<file path="config.mk">
export PLATFORM = sky130hd
export DESIGN_NAME = axi_burst_master_flat
export DESIGN_NICKNAME = d
export VERILOG_FILES = /design/src/rtl/axi_pkg.sv /design/src/rtl/axi_burst_master_if.sv /design/src/rtl/axi_burst_master.sv /design/src/flat_wrapper.sv
export SDC_FILE = /design/constraint.sdc
export NUM_CORES = 1
export LEC_CHECK = 0
export BUFFER_PORTS_ARGS = -buffer_cell sky130_fd_sc_hd__buf_2
export CORE_AREA = 2 2 93 95
export CTS_BUF_LIST = sky130_fd_sc_hd__clkbuf_16
export CTS_CLUSTER_SIZE = 20
export DETAILED_ROUTE_END_ITERATION = 10
export DIE_AREA = 0 0 95 97
export PLACE_DENSITY = 0.72
export SLEW_MARGIN = 25
export SYNTH_ARGS = -nofsm -noshare
export SYNTH_HDL_FRONTEND = slang
export SYNTH_SLANG_ARGS = --single-unit
</file>
<file path="constraint.sdc">
create_clock -name m_aclk -period 4.3 [get_ports m_aclk]
set_clock_uncertainty 0.05 [all_clocks]
set_input_delay 0.215 -clock m_aclk [delete_from_list [all_inputs] [get_ports m_aclk]]
set_output_delay 0.215 -clock m_aclk [all_outputs]
set_load 0.005 [all_outputs]
</file>
<file path="src/rtl/axi_pkg.sv">
// Shared types and AXI4 encodings for the single-outstanding burst master.
package axi_pkg;

    typedef enum logic [2:0] {
        StIdle,
        StWaddr,
        StWdata,
        StWresp,
        StRaddr,
        StRdata,
        StDone
    } state_e;

    localparam logic [1:0] BurstIncr  = 2'b01;
    localparam logic [1:0] RespOkay   = 2'b00;
    localparam logic [1:0] RespSlverr = 2'b10;
    localparam logic [1:0] RespDecerr = 2'b11;

    // AxSIZE encodes bytes per beat as log2.
    function automatic logic [2:0] axi_size(input int unsigned data_width);
        return 3'($clog2(data_width / 8));
    endfunction

endpackage

</file>
<file path="src/rtl/axi_burst_master_if.sv">
// Command/stream side and AXI4 master side of the burst master, bundled in one interface.
interface axi_burst_master_if #(
    parameter int unsigned G_DATAWIDTH = 32,
    parameter int unsigned G_ADDRWIDTH = 10,
    parameter int unsigned G_ID_WIDTH  = 4
) ();

    logic                     cmd_valid;
    logic                     cmd_ready;
    logic                     cmd_write;
    logic [G_ADDRWIDTH-1:0]   cmd_addr;
    logic [7:0]               cmd_len;

    logic [G_DATAWIDTH-1:0]   wr_data;
    logic                     wr_valid;
    logic                     wr_ready;

    logic [G_DATAWIDTH-1:0]   rd_data;
    logic                     rd_last;
    logic                     rd_valid;
    logic                     rd_ready;

    logic                     sts_valid;
    logic                     sts_err;

    logic [G_ID_WIDTH-1:0]    m_axi_awid;
    logic [G_ADDRWIDTH-1:0]   m_axi_awaddr;
    logic [7:0]               m_axi_awlen;
    logic [2:0]               m_axi_awsize;
    logic [1:0]               m_axi_awburst;
    logic                     m_axi_awvalid;
    logic                     m_axi_awready;

    logic [G_DATAWIDTH-1:0]   m_axi_wdata;
    logic [G_DATAWIDTH/8-1:0] m_axi_wstrb;
    logic                     m_axi_wlast;
    logic                     m_axi_wvalid;
    logic                     m_axi_wready;

    logic [G_ID_WIDTH-1:0]    m_axi_bid;
    logic [1:0]               m_axi_bresp;
    logic                     m_axi_bvalid;
    logic                     m_axi_bready;

    logic [G_ID_WIDTH-1:0]    m_axi_arid;
    logic [G_ADDRWIDTH-1:0]   m_axi_araddr;
    logic [7:0]               m_axi_arlen;
    logic [2:0]               m_axi_arsize;
    logic [1:0]               m_axi_arburst;
    logic                     m_axi_arvalid;
    logic                     m_axi_arready;

    logic [G_ID_WIDTH-1:0]    m_axi_rid;
    logic [G_DATAWIDTH-1:0]   m_axi_rdata;
    logic [1:0]               m_axi_rresp;
    logic                     m_axi_rlast;
    logic                     m_axi_rvalid;
    logic                     m_axi_rready;

    modport master (
        input  cmd_valid, cmd_write, cmd_addr, cmd_len, wr_data, wr_valid, rd_ready,
        output cmd_ready, wr_ready, rd_data, rd_last, rd_valid, sts_valid, sts_err,
        output m_axi_awid, m_axi_awaddr, m_axi_awlen, m_axi_awsize, m_axi_awburst, m_axi_awvalid,
        input  m_axi_awready,
        output m_axi_wdata, m_axi_wstrb, m_axi_wlast, m_axi_wvalid,
        input  m_axi_wready,
        input  m_axi_bid, m_axi_bresp, m_axi_bvalid,
        output m_axi_bready,
        output m_axi_arid, m_axi_araddr, m_axi_arlen, m_axi_arsize, m_axi_arburst, m_axi_arvalid,
        input  m_axi_arready,
        input  m_axi_rid, m_axi_rdata, m_axi_rresp, m_axi_rlast, m_axi_rvalid,
        output m_axi_rready
    );

    modport slave (
        output cmd_valid, cmd_write, cmd_addr, cmd_len, wr_data, wr_valid, rd_ready,
        input  cmd_ready, wr_ready, rd_data, rd_last, rd_valid, sts_valid, sts_err,
        input  m_axi_awid, m_axi_awaddr, m_axi_awlen, m_axi_awsize, m_axi_awburst, m_axi_awvalid,
        output m_axi_awready,
        input  m_axi_wdata, m_axi_wstrb, m_axi_wlast, m_axi_wvalid,
        output m_axi_wready,
        output m_axi_bid, m_axi_bresp, m_axi_bvalid,
        input  m_axi_bready,
        input  m_axi_arid, m_axi_araddr, m_axi_arlen, m_axi_arsize, m_axi_arburst, m_axi_arvalid,
        output m_axi_arready,
        output m_axi_rid, m_axi_rdata, m_axi_rresp, m_axi_rlast, m_axi_rvalid,
        input  m_axi_rready
    );

endinterface

</file>
<file path="src/rtl/axi_burst_master.sv">
// Single-outstanding AXI4 INCR burst master: one command in, one AW/W/B or AR/R transaction out,
// and a one-cycle completion pulse carrying the error flag.
module axi_burst_master
    import axi_pkg::*;
#(
    parameter int unsigned G_DATAWIDTH = 32,
    parameter int unsigned G_ADDRWIDTH = 10,
    parameter int unsigned G_ID_WIDTH  = 4,
    parameter int unsigned G_ID        = 0
) (
    input logic                m_aclk,
    input logic                m_areset,
    axi_burst_master_if.master bus
);

    localparam logic [G_ID_WIDTH-1:0] IdVal = G_ID_WIDTH'(G_ID);

    state_e                 state_q, state_d;
    logic [G_ADDRWIDTH-1:0] addr_q, addr_d;
    logic [7:0]             len_q, len_d;
    logic [7:0]             cnt_q, cnt_d;
    logic                   err_q, err_d;
    logic                   awvalid_q, awvalid_d;
    logic                   arvalid_q, arvalid_d;

    logic last_beat, w_hs, r_hs, r_beat_err;

    assign last_beat  = (cnt_q == len_q);
    assign w_hs       = (state_q == StWdata) && bus.wr_valid && bus.m_axi_wready;
    assign r_hs       = (state_q == StRdata) && bus.m_axi_rvalid && bus.rd_ready;
    // A misplaced rlast (missing on the final beat or early) counts as a protocol error.
    assign r_beat_err = (bus.m_axi_rresp != RespOkay) || (bus.m_axi_rid != IdVal) ||
                        (bus.m_axi_rlast != last_beat);

    always_comb begin
        state_d   = state_q;
        addr_d    = addr_q;
        len_d     = len_q;
        cnt_d     = cnt_q;
        err_d     = err_q;
        awvalid_d = awvalid_q;
        arvalid_d = arvalid_q;
        unique case (state_q)
            StIdle: begin
                if (bus.cmd_valid) begin
                    addr_d = bus.cmd_addr;
                    len_d  = bus.cmd_len;
                    cnt_d  = '0;
                    err_d  = 1'b0;
                    if (bus.cmd_write) begin
                        awvalid_d = 1'b1;
                        state_d   = StWaddr;
                    end else begin
                        arvalid_d = 1'b1;
                        state_d   = StRaddr;
                    end
                end
            end
            StWaddr: begin
                if (bus.m_axi_awready) begin
                    awvalid_d = 1'b0;
                    state_d   = StWdata;
                end
            end
            StWdata: begin
                if (w_hs) begin
                    if (last_beat) begin
                        cnt_d   = '0;
                        state_d = StWresp;
                    end else begin
                        cnt_d = cnt_q + 8'd1;
                    end
                end
            end
            StWresp: begin
                if (bus.m_axi_bvalid) begin
                    err_d   = (bus.m_axi_bresp != RespOkay) || (bus.m_axi_bid != IdVal);
                    state_d = StDone;
                end
            end
            StRaddr: begin
                if (bus.m_axi_arready) begin
                    arvalid_d = 1'b0;
                    state_d   = StRdata;
                end
            end
            StRdata: begin
                if (r_hs) begin
                    err_d = err_q | r_beat_err;
                    if (last_beat) begin
                        cnt_d   = '0;
                        state_d = StDone;
                    end else begin
                        cnt_d = cnt_q + 8'd1;
                    end
                end
            end
            StDone:  state_d = StIdle;
            default: state_d = StIdle;
        endcase
    end

    always_ff @(posedge m_aclk) begin
        if (m_areset) begin
            state_q   <= StIdle;
            addr_q    <= '0;
            len_q     <= '0;
            cnt_q     <= '0;
            err_q     <= 1'b0;
            awvalid_q <= 1'b0;
            arvalid_q <= 1'b0;
        end else begin
            state_q   <= state_d;
            addr_q    <= addr_d;
            len_q     <= len_d;
            cnt_q     <= cnt_d;
            err_q     <= err_d;
            awvalid_q <= awvalid_d;
            arvalid_q <= arvalid_d;
        end
    end

    assign bus.cmd_ready     = (state_q == StIdle);
    assign bus.sts_valid     = (state_q == StDone);
    assign bus.sts_err       = err_q;

    assign bus.m_axi_awid    = IdVal;
    assign bus.m_axi_awaddr  = addr_q;
    assign bus.m_axi_awlen   = len_q;
    assign bus.m_axi_awsize  = axi_size(G_DATAWIDTH);
    assign bus.m_axi_awburst = BurstIncr;
    assign bus.m_axi_awvalid = awvalid_q;

    assign bus.m_axi_wdata   = bus.wr_data;
    assign bus.m_axi_wstrb   = '1;
    assign bus.m_axi_wlast   = last_beat;
    assign bus.m_axi_wvalid  = (state_q == StWdata) && bus.wr_valid;
    assign bus.wr_ready      = (state_q == StWdata) && bus.m_axi_wready;

    assign bus.m_axi_bready  = (state_q == StWresp);

    assign bus.m_axi_arid    = IdVal;
    assign bus.m_axi_araddr  = addr_q;
    assign bus.m_axi_arlen   = len_q;
    assign bus.m_axi_arsize  = axi_size(G_DATAWIDTH);
    assign bus.m_axi_arburst = BurstIncr;
    assign bus.m_axi_arvalid = arvalid_q;

    assign bus.rd_valid      = (state_q == StRdata) && bus.m_axi_rvalid;
    assign bus.m_axi_rready  = (state_q == StRdata) && bus.rd_ready;
    assign bus.rd_data       = bus.m_axi_rdata;
    assign bus.rd_last       = bus.m_axi_rlast;

endmodule

</file>
<file path="src/flat_wrapper.sv">
// flat-port wrapper written by rule: the top's interface ports become plain ports
module axi_burst_master_flat import axi_pkg::*;
#(
    parameter int unsigned G_DATAWIDTH = 32,
    parameter int unsigned G_ADDRWIDTH = 10,
    parameter int unsigned G_ID_WIDTH  = 4,
    parameter int unsigned G_ID        = 0
)
  (m_aclk, m_areset, bus_cmd_valid, bus_cmd_write, bus_cmd_addr, bus_cmd_len, bus_wr_data, bus_wr_valid, bus_rd_ready, bus_cmd_ready, bus_wr_ready, bus_rd_data, bus_rd_last, bus_rd_valid, bus_sts_valid, bus_sts_err, bus_m_axi_awid, bus_m_axi_awaddr, bus_m_axi_awlen, bus_m_axi_awsize, bus_m_axi_awburst, bus_m_axi_awvalid, bus_m_axi_awready, bus_m_axi_wdata, bus_m_axi_wstrb, bus_m_axi_wlast, bus_m_axi_wvalid, bus_m_axi_wready, bus_m_axi_bid, bus_m_axi_bresp, bus_m_axi_bvalid, bus_m_axi_bready, bus_m_axi_arid, bus_m_axi_araddr, bus_m_axi_arlen, bus_m_axi_arsize, bus_m_axi_arburst, bus_m_axi_arvalid, bus_m_axi_arready, bus_m_axi_rid, bus_m_axi_rdata, bus_m_axi_rresp, bus_m_axi_rlast, bus_m_axi_rvalid, bus_m_axi_rready);
  axi_burst_master_if #(.G_DATAWIDTH(G_DATAWIDTH), .G_ADDRWIDTH(G_ADDRWIDTH), .G_ID_WIDTH(G_ID_WIDTH)) bus_i ();
  input logic m_aclk;
  input logic m_areset;
  input wire logic [$bits(bus_i.cmd_valid)-1:0] bus_cmd_valid;
  input wire logic [$bits(bus_i.cmd_write)-1:0] bus_cmd_write;
  input wire logic [$bits(bus_i.cmd_addr)-1:0] bus_cmd_addr;
  input wire logic [$bits(bus_i.cmd_len)-1:0] bus_cmd_len;
  input wire logic [$bits(bus_i.wr_data)-1:0] bus_wr_data;
  input wire logic [$bits(bus_i.wr_valid)-1:0] bus_wr_valid;
  input wire logic [$bits(bus_i.rd_ready)-1:0] bus_rd_ready;
  output wire logic [$bits(bus_i.cmd_ready)-1:0] bus_cmd_ready;
  output wire logic [$bits(bus_i.wr_ready)-1:0] bus_wr_ready;
  output wire logic [$bits(bus_i.rd_data)-1:0] bus_rd_data;
  output wire logic [$bits(bus_i.rd_last)-1:0] bus_rd_last;
  output wire logic [$bits(bus_i.rd_valid)-1:0] bus_rd_valid;
  output wire logic [$bits(bus_i.sts_valid)-1:0] bus_sts_valid;
  output wire logic [$bits(bus_i.sts_err)-1:0] bus_sts_err;
  output wire logic [$bits(bus_i.m_axi_awid)-1:0] bus_m_axi_awid;
  output wire logic [$bits(bus_i.m_axi_awaddr)-1:0] bus_m_axi_awaddr;
  output wire logic [$bits(bus_i.m_axi_awlen)-1:0] bus_m_axi_awlen;
  output wire logic [$bits(bus_i.m_axi_awsize)-1:0] bus_m_axi_awsize;
  output wire logic [$bits(bus_i.m_axi_awburst)-1:0] bus_m_axi_awburst;
  output wire logic [$bits(bus_i.m_axi_awvalid)-1:0] bus_m_axi_awvalid;
  input wire logic [$bits(bus_i.m_axi_awready)-1:0] bus_m_axi_awready;
  output wire logic [$bits(bus_i.m_axi_wdata)-1:0] bus_m_axi_wdata;
  output wire logic [$bits(bus_i.m_axi_wstrb)-1:0] bus_m_axi_wstrb;
  output wire logic [$bits(bus_i.m_axi_wlast)-1:0] bus_m_axi_wlast;
  output wire logic [$bits(bus_i.m_axi_wvalid)-1:0] bus_m_axi_wvalid;
  input wire logic [$bits(bus_i.m_axi_wready)-1:0] bus_m_axi_wready;
  input wire logic [$bits(bus_i.m_axi_bid)-1:0] bus_m_axi_bid;
  input wire logic [$bits(bus_i.m_axi_bresp)-1:0] bus_m_axi_bresp;
  input wire logic [$bits(bus_i.m_axi_bvalid)-1:0] bus_m_axi_bvalid;
  output wire logic [$bits(bus_i.m_axi_bready)-1:0] bus_m_axi_bready;
  output wire logic [$bits(bus_i.m_axi_arid)-1:0] bus_m_axi_arid;
  output wire logic [$bits(bus_i.m_axi_araddr)-1:0] bus_m_axi_araddr;
  output wire logic [$bits(bus_i.m_axi_arlen)-1:0] bus_m_axi_arlen;
  output wire logic [$bits(bus_i.m_axi_arsize)-1:0] bus_m_axi_arsize;
  output wire logic [$bits(bus_i.m_axi_arburst)-1:0] bus_m_axi_arburst;
  output wire logic [$bits(bus_i.m_axi_arvalid)-1:0] bus_m_axi_arvalid;
  input wire logic [$bits(bus_i.m_axi_arready)-1:0] bus_m_axi_arready;
  input wire logic [$bits(bus_i.m_axi_rid)-1:0] bus_m_axi_rid;
  input wire logic [$bits(bus_i.m_axi_rdata)-1:0] bus_m_axi_rdata;
  input wire logic [$bits(bus_i.m_axi_rresp)-1:0] bus_m_axi_rresp;
  input wire logic [$bits(bus_i.m_axi_rlast)-1:0] bus_m_axi_rlast;
  input wire logic [$bits(bus_i.m_axi_rvalid)-1:0] bus_m_axi_rvalid;
  output wire logic [$bits(bus_i.m_axi_rready)-1:0] bus_m_axi_rready;
  assign bus_i.cmd_valid = bus_cmd_valid;
  assign bus_i.cmd_write = bus_cmd_write;
  assign bus_i.cmd_addr = bus_cmd_addr;
  assign bus_i.cmd_len = bus_cmd_len;
  assign bus_i.wr_data = bus_wr_data;
  assign bus_i.wr_valid = bus_wr_valid;
  assign bus_i.rd_ready = bus_rd_ready;
  assign bus_cmd_ready = bus_i.cmd_ready;
  assign bus_wr_ready = bus_i.wr_ready;
  assign bus_rd_data = bus_i.rd_data;
  assign bus_rd_last = bus_i.rd_last;
  assign bus_rd_valid = bus_i.rd_valid;
  assign bus_sts_valid = bus_i.sts_valid;
  assign bus_sts_err = bus_i.sts_err;
  assign bus_m_axi_awid = bus_i.m_axi_awid;
  assign bus_m_axi_awaddr = bus_i.m_axi_awaddr;
  assign bus_m_axi_awlen = bus_i.m_axi_awlen;
  assign bus_m_axi_awsize = bus_i.m_axi_awsize;
  assign bus_m_axi_awburst = bus_i.m_axi_awburst;
  assign bus_m_axi_awvalid = bus_i.m_axi_awvalid;
  assign bus_i.m_axi_awready = bus_m_axi_awready;
  assign bus_m_axi_wdata = bus_i.m_axi_wdata;
  assign bus_m_axi_wstrb = bus_i.m_axi_wstrb;
  assign bus_m_axi_wlast = bus_i.m_axi_wlast;
  assign bus_m_axi_wvalid = bus_i.m_axi_wvalid;
  assign bus_i.m_axi_wready = bus_m_axi_wready;
  assign bus_i.m_axi_bid = bus_m_axi_bid;
  assign bus_i.m_axi_bresp = bus_m_axi_bresp;
  assign bus_i.m_axi_bvalid = bus_m_axi_bvalid;
  assign bus_m_axi_bready = bus_i.m_axi_bready;
  assign bus_m_axi_arid = bus_i.m_axi_arid;
  assign bus_m_axi_araddr = bus_i.m_axi_araddr;
  assign bus_m_axi_arlen = bus_i.m_axi_arlen;
  assign bus_m_axi_arsize = bus_i.m_axi_arsize;
  assign bus_m_axi_arburst = bus_i.m_axi_arburst;
  assign bus_m_axi_arvalid = bus_i.m_axi_arvalid;
  assign bus_i.m_axi_arready = bus_m_axi_arready;
  assign bus_i.m_axi_rid = bus_m_axi_rid;
  assign bus_i.m_axi_rdata = bus_m_axi_rdata;
  assign bus_i.m_axi_rresp = bus_m_axi_rresp;
  assign bus_i.m_axi_rlast = bus_m_axi_rlast;
  assign bus_i.m_axi_rvalid = bus_m_axi_rvalid;
  assign bus_m_axi_rready = bus_i.m_axi_rready;
  axi_burst_master #(.G_DATAWIDTH(G_DATAWIDTH), .G_ADDRWIDTH(G_ADDRWIDTH), .G_ID_WIDTH(G_ID_WIDTH), .G_ID(G_ID)) u_core (.m_aclk(m_aclk), .m_areset(m_areset), .bus(bus_i));
endmodule
</file>
==> impl_metrics.json, run 1 <==
{
  "status": "completed",
  "period_share_pct": 46.4,
  "io_pins": 240,
  "clock_path_buffers": 2,
  "antenna_found_initial": 0,
  "antennaDiodeCount": 0,
  "synth.largest_area_cell": "buf_4",
  "synth_cells": 315,
  "tightest_slew_ns": 0.693,
  "ys.flop_type": "dfxtp_1",
  "ys_warn_count": 0,
  "drc": 0,
  "slew_headroom_pct": 53.8,
  "ys_seq_elements": 32,
  "syn_avg_cell_area_um2": 8.07,
  "post_drt_wl_per_cell_um": 12.0,
  "cp_max_fo": 16,
  "post_cts_buffers": 0,
  "setup_violations": 0,
  "initial_core_util_pct": 31.3,
  "yosysSeqAreaShare_pct": 25.2,
  "synth_area_um2": 2540,
  "powerDensity_nw_per_um2": 519,
  "htree_levels": 2,
  "multi_input_area_um2": 1110,
  "drtAntennaViolNets": 0,
  "hold_viol": 0,
  "drt_first_pass_iters": 4,
  "via_per_inst": 4.63,
  "synth_area_leaders": "buf_4 31%, dfxtp_1 25%, nand2_1 7.1%",
  "grt_pass1_wl_um": 7730,
  "critical_path_arrival_ns": 2.10,
  "path_clk_slew_ns": 0.05,
  "synth_edf_count": 0,
  "drive_above_1_share_pct": 36.1,
  "synth.distinct_cells": 50,
  "core-area_um2": 8130,
  "fin_util_pct": 30.8,
  "overflow": 0,
  "clkSinkCount": 32,
  "root_buffer": "clkbuf_16",
  "fmax_mhz": 502,
  "clock_latency_ns": 0.27,
  "synth_top_area_share_pct": 31.3,
  "async_reset_ff_share_pct": 0,
  "die_x_um": 95,
  "cts_resized": 0,
  "port_buffers": 89,
  "drt_iter0_markers": 137,
  "r2r_slack_ns": 2.31,
  "cts_tree": "built",
  "crit_required_ns": 4.41,
  "hold_path.class": "primary input to flip-flop",
  "yosysMostFrequentCell": "buf_4",
  "yosys-top-cells-count": "106 x buf_4, 48 x nand2_1, 32 x dfxtp_1, 28 x a21oi_1",
  "drv_cap": 0,
  "fin_nets": 422,
  "rsz0062_at_grt": "false",
  "area_delta_synth_final_pct": -1.57,
  "dp_hpwl_um": 3860,
  "die_area_um2": 9220,
  "post-route-cell-area_um2": 2500,
  "min_period_ns": 1.99,
  "fin_setup_tns_ns": 0,
  "track_usage_pct": 10.3,
  "die_h_um": 97,
  "leakagePower_nw": 1.22,
  "dpl-instance-area_um2": 2330,
  "route.vias.total": 1949,
  "drt-total-wl_um": 5050,
  "num-fill-cells": 863,
  "path_class": "flip-flop to flip-flop",
  "grt_pass1_vias": 1646,
  "std_cell_rows": 33,
  "ir_worst_vdd_mv": 0.149,
  "cts_made_buffers": 5,
  "gp_congestion": 0.812,
  "endpoint_kind": "flip-flop",
  "grt_max_degree": 34,
  "start_kind": "flip-flop",
  "maxSlewViolCount": 0,
  "seqCellArea_um2": 641,
  "ctsHoldBuffers": 0
}
==> routing by layer <==
| layer | GRT usage, % | vias up | wire, µm |
|---|---|---|---|
| met4 | 5.35 | 0 | 87 |
| met3 | 2.10 | 14 | 392 |
| met2 | 17.1 | 105 | 2490 |
| met5 | 0 | - | 0 |
| li1 | - | 926 | - |
| met1 | 12.5 | 904 | 2080 |
==> sequential cells by signal, summed over array words and instances, names as in the netlist <==
signal,cells
u_core.bus.m_axi_araddr,10
u_core.bus.m_axi_arlen,8
u_core.cnt_q,8
u_core.state_q,3
u_core.bus.m_axi_arvalid,1
u_core.bus.m_axi_awvalid,1
u_core.bus.sts_err,1
==> where the power goes <==
part	switching (W)	total, W	internal (W)	leakage [nW]
clock network	0.000126	0.000398	0.000272	0.0798
registers	0.0000725	0.000418	0.000345	0.261
logic	0.000265	0.000484	0.000219	0.878
==> placed cells by master, fill, tap and decap left out, types with 3 or more instances in the layout <==
cell type,n
and3b_1,3
a31oi_1,4
nor2_1,7
xor2_1,9
nand2_1,48
clkbuf_16,5
nand3_1,9
buf_2,89
and2_1,5
conb_1,22
and2b_2,3
a21oi_1,28
nor3_1,8
dfxtp_1,32
==> through the flow <==
| stage | setup WS, ns | total power, W | cells | hold WS, ns |
|---|---|---|---|---|
| floorplan | 2.60 | 0.000874 | 335 | 0.301 |
| global placement | 2.38 | 0.000904 | 413 | 0.380 |
| CTS | 2.31 | 0.00132 | 421 | 0.124 |
| global route | 2.22 | 0.00140 | 421 | 0.124 |
| finish | 2.31 | 0.00130 | 421 | 0.129 |
| detailed placement | 2.32 | 0.000915 | 413 | 0.380 |
==> path summary, 6_finish.rpt <==
| check | from | endpoint | cells past startpoint |
|---|---|---|---|
| max reg2reg | u_core.state_q[0] | u_core.state_q[0] | 4 |
| min reg2reg | u_core.bus.m_axi_araddr[7] | u_core.bus.m_axi_araddr[7] | 2 |
| min | bus_cmd_len[7] | u_core.bus.m_axi_arlen[7] | 3 |
| max | u_core.state_q[0] | u_core.state_q[0] | 4 |
==> kinds of logic after synthesis <==
group / after synthesis / synth area share (%)
other cells: 2 / 0.295
flops: 32 / 25.2
mux: 3 / 1.87
buf+inv: 117 / 34.0
compound gates: 47 / 12.5
fa+ha+maj: 1 / 0.492
xor+xnor: 10 / 3.45
simple gates: 103 / 22.2
==> layout make-up <==
cell class / count / share of cell area (%)
Timing Repair Buffer: 89 / 17.8
Multi-Input combinational cell: 186 / 44.5
Tap cell: 105 / 5.25
Clock buffer: 5 / 5.00
Sequential cell: 32 / 25.6
Inverter: 1 / 0.150
Clock inverter: 3 / 1.70
==> critical path: stages (launching register included) <==
cell and delay (ns):
dfxtp_1 0.64, mux4_2 0.61, a2bb2oi_2 0.16, a21boi_4 0.14, mux2_4 0.29
(Power assumes the default switching activity.)
==> run 2, diff against run 1 <==
--- a/config.mk
+++ b/config.mk
@@ -5,13 +5,14 @@
 export SDC_FILE = /design/constraint.sdc
 export NUM_CORES = 1
 export LEC_CHECK = 0
+export ABC_AREA = 1
 export BUFFER_PORTS_ARGS = -buffer_cell sky130_fd_sc_hd__buf_2
-export CORE_AREA = 2 2 93 95
+export CORE_AREA = 2 2 94 96
 export CTS_BUF_LIST = sky130_fd_sc_hd__clkbuf_16
 export CTS_CLUSTER_SIZE = 20
 export DETAILED_ROUTE_END_ITERATION = 10
-export DIE_AREA = 0 0 95 97
-export PLACE_DENSITY = 0.72
+export DIE_AREA = 0 0 96 98
+export PLACE_DENSITY = 0.71
 export SLEW_MARGIN = 25
 export SYNTH_ARGS = -nofsm -noshare
 export SYNTH_HDL_FRONTEND = slang
==> constraint.sdc (replaced) <==
create_clock -name m_aclk -period 2 [get_ports m_aclk]
set_clock_uncertainty 0.05 [all_clocks]
set_input_delay 0.1 -clock m_aclk [delete_from_list [all_inputs] [get_ports m_aclk]]
set_output_delay 0.1 -clock m_aclk [all_outputs]
set_load 0.005 [all_outputs]
==> impl_metrics.json, run 2 <==
{
  "status": "completed",
  "period_share_pct": 79.7,
  "seq_power_share_pct": 29.1,
  "place_inst": 477,
  "path_cells": "inv_2 -> nand3_4 -> inv_4 -> nand2_4 -> o21ai_1 -> nor2_1 -> nand2_1 -> nand2_1 -> a21oi_1",
  "r2r_slack_ns": 0.41,
  "endpoint_kind": "flip-flop",
  "initial_core_util_pct": 30.1,
  "powerDensity_nw_per_um2": 1190,
  "clock_latency_ns": 0.27,
  "antennaDiodeCount": 0,
  "route.vias.total": 2050,
  "core-area_um2": 8470,
  "area_delta_synth_final_pct": 1.91,
  "async_reset_ff_share_pct": 0,
  "drive_above_1_share_pct": 31.1,
  "largest_register_ffs": 10,
  "yosys-top-cells-count": "105 x buf_4, 68 x nand2_1, 32 x dfxtp_1, 30 x inv_1, 28 x a21oi_1",
  "fin_nets": 485,
  "final_cell_mix": "89 x buf_2, 68 x nand2_1, 32 x dfxtp_1",
  "cts_tree": "built",
  "post_drt_wl_per_cell_um": 11.4,
  "start_kind": "flip-flop",
  "synth.largest_area_cell": "buf_4",
  "antenna_found_initial": 0,
  "num-fill-cells": 919,
  "yosysMostFrequentCell": "buf_4",
  "via_per_inst": 4.21,
  "grt_pass1_vias": 1898,
  "clock_path_buffers": 2,
  "ys_seq_elements": 32,
  "hold_start": "bus_cmd_len[6]",
  "dp_hpwl_um": 4520,
  "cp_slowest_cell": "dfxtp_1",
  "synth_area_um2": 2550,
  "fmax_mhz": 628,
  "htree_levels": 2,
  "critical_path.most_common_cell": "nand2_1",
  "rsz0062_at_grt": "false",
  "fin_setup_tns_ns": 0,
  "grt_pass1_wl_um": 8960,
  "switching_share_pct": 39.5,
  "multi_input_area_um2": 1030,
  "cp_top_family": "simple AND/OR/NAND/NOR gates",
  "worstSetupStartpoint": "u_core.state_q[0]",
  "fin_cells": 487,
  "drt-total-wl_um": 5560,
  "synth_area_leaders": "buf_4 31%, dfxtp_1 25%, nand2_1 10%",
  "r2r_cells": 9,
  "syn_avg_cell_area_um2": 6.93,
  "track_usage_pct": 12.1,
  "cts_made_buffers": 5,
  "setup_violations": 0,
  "r2r_start": "u_core.state_q[0]",
  "die_area_um2": 9410,
  "path_class": "flip-flop to flip-flop",
  "die_x_um": 96,
  "leakagePower_nw": 1.35,
  "drv_cap": 0,
  "ir_worst_vdd_mv": 0.597,
  "synth_top_area_share_pct": 30.9,
  "p_clk_share_pct": 27.1,
  "io_pins": 240,
  "post-route-cell-area_um2": 2600,
  "synth.distinct_cells": 33,
  "hold_viol": 0,
  "synth_edf_count": 0,
  "root_buffer": "clkbuf_16",
  "std_cell_rows": 34,
  "drtAntennaViolNets": 0,
  "final_common_cell": "buf_2",
  "crit_required_ns": 2.10,
  "dpl-instance-area_um2": 2410,
  "min_period_ns": 1.59,
  "synth_cells": 368,
  "p_sw_w": 0.00123,
  "overflow": 0,
  "seqCellArea_um2": 641,
  "port_buffers": 89,
  "drt_iter0_markers": 85,
  "endpoint": "u_core.state_q[1]",
  "cp_max_fo": 17,
  "clkSinkCount": 32,
  "ys.flop_type": "dfxtp_1",
  "combPwrFrac_pct": 43.8,
  "path_clk_slew_ns": 0.05,
  "reg2reg_to": "u_core.state_q[1]",
  "critical_path_depth": 9,
  "internal-power_w": 0.00187,
  "critical_path_arrival_ns": 1.70,
  "drt_first_pass_iters": 4,
  "yosysSeqAreaShare_pct": 25.1,
  "max_stage_delay_ns": 0.43,
  "die_h_um": 98,
  "hold_path.class": "primary input to flip-flop",
  "ys_warn_count": 0,
  "grt_max_degree": 21,
  "drc": 0,
  "gp_congestion": 0.852,
  "maxSlewViolCount": 0,
  "cp_num_buf_inv": 2
}
[run 2: through the flow]
stage / util [%] / total power, W / setup slack, ns / hold WS, ns
CTS: 30.7 / 0.00313 / 0.409 / 0.0423
detailed placement: 28.5 / 0.00228 / 0.420 / 0.150
floorplan: - / 0.00204 / 0.591 / 0.137
global placement: 28.5 / 0.00227 / 0.440 / 0.150
finish: 30.7 / 0.00310 / 0.406 / 0.0454
global route: 30.7 / 0.00335 / 0.194 / 0.0405
[run 2: worst register-to-register path, stage by stage (launching register included)]
cell	delay, ns
dfxtp_1	0.43
inv_2	0.09
nand3_4	0.11
inv_4	0.10
nand2_4	0.09
o21ai_1	0.09
nor2_1	0.22
nand2_1	0.14
nand2_1	0.08
a21oi_1	0.06
[run 2: power by group through the flow]
stage | logic [W] | clock network (W) | registers, W
final | 0.00136 | 0.000840 | 0.000901
after floorplan | 0.00114 | 0 | 0.000904
after global placement | 0.00136 | 0 | 0.000908
after global routing | 0.00153 | 0.000894 | 0.000928
after CTS | 0.00137 | 0.000859 | 0.000906
after detailed placement | 0.00136 | 0 | 0.000916
[run 2: worst min-delay path by stage]
stage	endpoint	slack (ns)	cells after the start
after floorplan	u_core.bus.m_axi_arvalid	0.14	1
after global placement	bus_m_axi_wdata[10]	0.15	0
after detailed placement	bus_m_axi_wdata[10]	0.15	0
after CTS	u_core.bus.m_axi_araddr[6]	0.04	3
after global routing	u_core.bus.m_axi_arlen[6]	0.04	3
final	u_core.bus.m_axi_arlen[6]	0.05	3
[run 2: per-layer routing]
layer  up-vias  GRT usage [%]  wire length, µm
met4         0           4.18               51
met2        98           20.2             2740
met5         -              0                0
met1       894           14.3             2270
li1       1048              -                -
met3        10           4.01              502
[run 2: layout make-up]
| class | instances | share of cell area (%) |
|---|---|---|
| Sequential cell | 32 | 24.7 |
| Inverter | 36 | 5.39 |
| Tap cell | 108 | 5.20 |
| Multi-Input combinational cell | 209 | 39.7 |
| Timing Repair Buffer | 94 | 18.8 |
| Clock inverter | 3 | 1.49 |
| Clock buffer | 5 | 4.81 |
[run 2: repair_timing]
| item | 4_1_cts | 5_1_grt |
|---|---|---|
| setup buffers | 0 | 0 |
| gates resized for setup | 0 | 0 |
| hold endpoints to repair | 2 | 0 |
| hold buffers | 2 | 0 |
[run 2: cell families after synthesis]
family	share of synthesized area [%]
simple gates	24.7
other cells	0.295
buf+inv	37.4
flops	25.1
xor+xnor	2.40
fa+ha+maj	0.491
compound gates	9.57
